### src/rtl/riscv_regfile_sb.sv
// Register file with per-register outstanding-producer scoreboard; define RISCV_REGFILE_BYPASS_EN for same-cycle write bypass.
// Latency: data and lock state visible one cycle after the request (data same cycle with bypass); no backpressure, requests always accepted.
module riscv_regfile_sb #(
   parameter int PORTS = 2,
   parameter int XLEN  = 32,
   parameter int NREGS = 32,
   parameter int CNT_W = 2,
   localparam int AW   = $clog2(NREGS)
) (
   input  logic                   clock,
   input  logic                   reset,
   input  logic [PORTS-1:0]       register_lock_en,
   input  logic [PORTS*AW-1:0]    register_lock,
   input  logic [PORTS-1:0]       register_write_en,
   input  logic [PORTS*AW-1:0]    register_write,
   input  logic [PORTS*XLEN-1:0]  register_write_data,
   input  logic                   flush,
   output logic [NREGS*XLEN-1:0]  register,
   output logic [NREGS-1:0]       register_locked,
   output logic                   sb_error
);

   localparam int CNT_MAX = (1 << CNT_W) - 1;

   logic [XLEN-1:0]  data_q [NREGS];
   logic [CNT_W-1:0] cnt_q  [NREGS];
   logic [CNT_W-1:0] cnt_d  [NREGS];
   logic             wr_hit [NREGS];
   logic [XLEN-1:0]  wr_val [NREGS];
   logic             err_set;
   logic             err_q;

   // Register 0 is never touched by the loops below, so it stays at its reset value.
   always_comb begin
      int lk;
      int wc;
      int sum;
      err_set = 1'b0;
      for (int r = 0; r < NREGS; r++) begin
         cnt_d[r]  = cnt_q[r];
         wr_hit[r] = 1'b0;
         wr_val[r] = '0;
      end
      for (int r = 1; r < NREGS; r++) begin
         lk = 0;
         wc = 0;
         for (int p = 0; p < PORTS; p++) begin
            if (register_lock_en[p] && int'(register_lock[p*AW +: AW]) == r)
               lk = lk + 1;
            if (register_write_en[p] && int'(register_write[p*AW +: AW]) == r) begin
               wc        = wc + 1;
               wr_hit[r] = 1'b1;
               wr_val[r] = register_write_data[p*XLEN +: XLEN];
            end
         end
         sum = int'(cnt_q[r]) + lk - wc;
         if (flush) begin
            cnt_d[r] = '0;
         end else if (sum > CNT_MAX) begin
            cnt_d[r] = CNT_W'(CNT_MAX);
            err_set  = 1'b1;
         end else if (sum < 0) begin
            cnt_d[r] = '0;
            err_set  = 1'b1;
         end else begin
            cnt_d[r] = CNT_W'(sum);
         end
      end
   end

   always_ff @(posedge clock) begin
      if (reset) begin
         for (int r = 0; r < NREGS; r++) begin
            data_q[r] <= '0;
            cnt_q[r]  <= '0;
         end
         err_q <= 1'b0;
      end else begin
         for (int r = 0; r < NREGS; r++) begin
            if (wr_hit[r])
               data_q[r] <= wr_val[r];
            cnt_q[r] <= cnt_d[r];
         end
         if (err_set)
            err_q <= 1'b1;
      end
   end

   always_comb begin
      for (int r = 0; r < NREGS; r++) begin
`ifdef RISCV_REGFILE_BYPASS_EN
         register[r*XLEN +: XLEN] = wr_hit[r] ? wr_val[r] : data_q[r];
`else
         register[r*XLEN +: XLEN] = data_q[r];
`endif
         register_locked[r] = (cnt_q[r] != '0);
      end
   end

   assign sb_error = err_q;

endmodule
### config.mk
export PLATFORM = sky130hd
export DESIGN_NAME = riscv_regfile_sb
export DESIGN_NICKNAME = d
export VERILOG_FILES = /design/src/rtl/riscv_regfile_sb.sv
export SDC_FILE = /design/constraint.sdc
export NUM_CORES = 2
export LEC_CHECK = 0
export ABC_AREA = 1
export CELL_PAD_IN_SITES_DETAIL_PLACEMENT = 1
export CELL_PAD_IN_SITES_GLOBAL_PLACEMENT = 2
export CORE_AREA = 2 2 443 445
export DETAILED_ROUTE_END_ITERATION = 6
export DIE_AREA = 0 0 445 447
export PLACE_DENSITY = 0.7
export RECOVER_POWER = 50
export SLEW_MARGIN = 30
export SYNTH_ARGS = -nofsm -noshare
export SYNTH_HDL_FRONTEND = slang
export SYNTH_SLANG_ARGS = --single-unit
### constraint.sdc
create_clock -name clock -period 4 [get_ports clock]
set_clock_uncertainty 0.05 [all_clocks]
set_input_delay 0.6 -clock clock [delete_from_list [all_inputs] [get_ports clock]]
set_output_delay 0.6 -clock clock [all_outputs]
set_load 0.02 [all_outputs]
==> results by group <==
Power
  • P_leak: 26.3 nW
  • VDD IR-drop max: 0.339 mV
  • Pwr Density: 415 mW/mm²

GRT
  • Largest net degree at the start of global routing: 172
  • Vias in the first global route: 50400
  • GRT Util Overall: 32.4%
  • Remaining global-route overflow: 0
  • First-pass GRT wire length: 442000 µm
  • Antenna violations before repair: 35

Yosys
  • Yosys reg bits: 1055
  • Warnings from Yosys: 0
  • Share of the synthesized area in the top cell type: 54.3%
  • Syn Area/Cell: 10.0 µm²
  • Mapped cell area: 0.0549 mm²
  • Area contributors post-synth: edfxtp_1 (54%), a21oi_1 (9.1%), a211oi_1 (7.0%)
  • Gate Count Post-Synth: 5477
  • Cell taking the most area after synthesis: edfxtp_1
  • Cell variety after synth: 28
  • Post-synthesis sequential area ratio: 56.6%

Clock tree
  • H-tree depth: 4
  • Max Buffers Root-to-Sink: 3
  • Clock latency on the worst-skew pair: 0.84 ns
  • CTS tree: done
  • TritonCTS Buffers: 133
  • CTS clk-pin slew, worst paths: 0.06 ns
  • Clk sinks: 1055
  • CTS root buf: clkbuf_16

Timing
  • Final Setup Violations: 0
  • Slew @ Worst Pin: 2.08 ns
  • RSZ-0062 raised after global routing: no
  • Max Fclk: 264 MHz
  • Post-route minimum period: 3.78 ns
  • Max-slew violations: 501
  • Min Hold Slack: 0.274 ns
  • Setup_tns: 0 ns
  • Final worst-path cycle share: 94.6%
  • Slew HR: -38.5%
  • Final Hold Fails: 0

Finish
  • Nets: 6935
  • Commonest non-fill, non-tap cell in the layout: a21oi_1
  • Commonest cells after routing, fill and taps aside: a21oi_1 (994), edfxtp_1 (992), dlygate4sd3_1 (955)
  • Final Util: 38.4%
  • Register area: 0.0310 mm²
  • Multi-input logic area: 0.0198 mm²
  • Share of cells above drive strength 1: 11.1%
  • Area Overhead vs Synth: 35.9%
  • Fill count: 21500

Route
  • Residual DRC count: 0
  • DR WL/cell: 36.1 µm
  • Vias: 51300
  • Drt total wl: 332000 µm
  • First-iteration detailed-routing DRC count: 5169
  • DR vias/cell: 5.57
  • First-pass DRT Iterations: 6
  • Post-route ant nets: 0

Hold path
  • Worst hold endpoint: data_q[0][190]$_SDFFCE_PN0P_
  • Worst Hold Path Cells: 3
  • Hold crit path type: primary input to register
  • Hold Startpoint: register_write_data[30]

Setup path
  • Critical path endpoint category: register
  • CP required: 4.49 ns
  • Reg2Reg Capture Point: sb_error$_SDFFE_PP0P_
  • Arrival @ worst endpoint: 4.27 ns
  • Worst r2r src: cnt_q[1][9]$_SDFF_PP0_
  • Worst reg-to-reg path cell count: 17
  • Reg2Reg Setup Slack: 1.23 ns
  • CP startpoint kind: primary input
  • Setup CP Type: primary input to register
  • Worst Path Max Fanout: 39

Flow run
  • Number of max-cap violations: 9

Die
  • Die height: 447 µm
  • Number of top-level pins: 1148
  • Cell Rows: 162
  • Starting Density: 28.3%
  • Die area: 0.199 mm²
  • Die X: 445 µm
  • Placeable Area: 0.194 mm²

Outcome
  • Failing checks: capacitance limit, slew limit
  • Status: finished with violations

Place
  • Port Buffers: 1114
  • DP HPWL: 227000 µm
  • GPL Wtd Cong: 0.932
## cell families (layout without fill, tap and decap cells)
logic type,count (synthesis),count (layout),share of synthesized area (%)
flip-flops,1055,1055,56.6
other,1,44,0.00683
adder cells (fa/ha/maj),279,279,7.21
AO/OA/AOI/OAI,1960,1960,20.2
buffers and inverters,1088,2244,8.03
AND/OR/NAND/NOR,1094,1094,7.98
## per-layer routing
layer	GRT usage [%]	share of wire, %
met5	0	0.015
met4	19.6	7.1
met3	8.13	8.9
met2	52.8	47
met1	38.6	37
## worst max-delay path by stage
stage | from | slack [ns] | endpoint
after floorplan | register_write[7] | 0.38 | sb_error$_SDFFE_PP0P_
after CTS | register_write[0] | 0.17 | sb_error$_SDFFE_PP0P_
final | register_write[9] | 0.22 | data_q[0][246]$_SDFFCE_PN0P_
after global routing | register_lock[2] | 0.02 | sb_error$_SDFFE_PP0P_
after detailed placement | register_write[0] | -0.69 | sb_error$_SDFFE_PP0P_
after global placement | register_lock[2] | -0.69 | sb_error$_SDFFE_PP0P_
## layout make-up
cell class | count | share of cell area (%)
antenna | 11 | 0.0369
clock buffer | 162 | 4.65
clock inverter | 73 | 0.951
inverter | 475 | 2.40
multi-input combinational | 3366 | 26.6
sequential | 1055 | 41.6
tap | 2542 | 4.26
timing repair buffer | 1534 | 19.5
## flip-flops by register name, summed over array words and instances, names as in the netlist
register / count
sb_error: 1
data_q: 992
cnt_q: 62
## per-stage QoR
step	std cells	instance area, µm²	power [mW]	setup WS, ns
3_3_place_gp	8971	70600	19.4	-0.693
6_report	9218	74600	31.0	0.217
2_1_floorplan	5509	55000	15.7	0.379
3_5_place_dp	8972	70600	19.5	-0.686
4_1_cts	9207	74800	31.3	0.171
5_1_grt	9212	74600	31.8	0.0235
## worst max-delay path: stages
cell and delay, ns:
clkdlybuf4s50_1 0.69, buf_12 0.17, nor2_4 0.05, clkbuf_4 0.12
nand2_2 0.08, clkbuf_1 1.34, ha_1 0.44, nor2_1 0.06
clkbuf_1 0.18, clkinv_1 0.07, buf_4 0.30, a21oi_1 0.13
## power breakdown
group / internal [mW] / switching, mW / leakage, nW
logic: 1.76 / 4.17 / 14.3
clock network: 6.58 / 5.36 / 2.02
registers: 12.8 / 0.327 / 10.0
total: 21.1 / 9.86 / 26.3
## cells in the mapped netlist
| master | number |
|---|---|
| a211oi_1 | 512 |
| a21oi_1 | 994 |
| a31oi_1 | 1 |
| and2_1 | 2 |
| buf_1 | 32 |
| buf_2 | 155 |
| buf_4 | 35 |
| clkbuf_1 | 391 |
| clkinv_1 | 2 |
| conb_1 | 1 |
| dfxtp_1 | 63 |
| edfxtp_1 | 992 |
| fa_1 | 62 |
| ha_1 | 217 |
| inv_1 | 462 |
| inv_2 | 11 |
| nand2_1 | 676 |
| nand2_2 | 3 |
| nand3_1 | 118 |
| nor2_1 | 267 |
| nor2_2 | 14 |
| nor2_4 | 2 |
| nor3_1 | 4 |
| nor3_2 | 3 |
| nor3_4 | 3 |
| o21ai_0 | 424 |
| o21ai_1 | 29 |
| or2_2 | 2 |
## what timing repair did
item | CTS | global route
resized for setup | 0 | 2
hold buffers | 0 | 0
setup endpoints to repair | 0 | 1
setup buffers | 0 | 0
(Power assumes the default switching activity.)
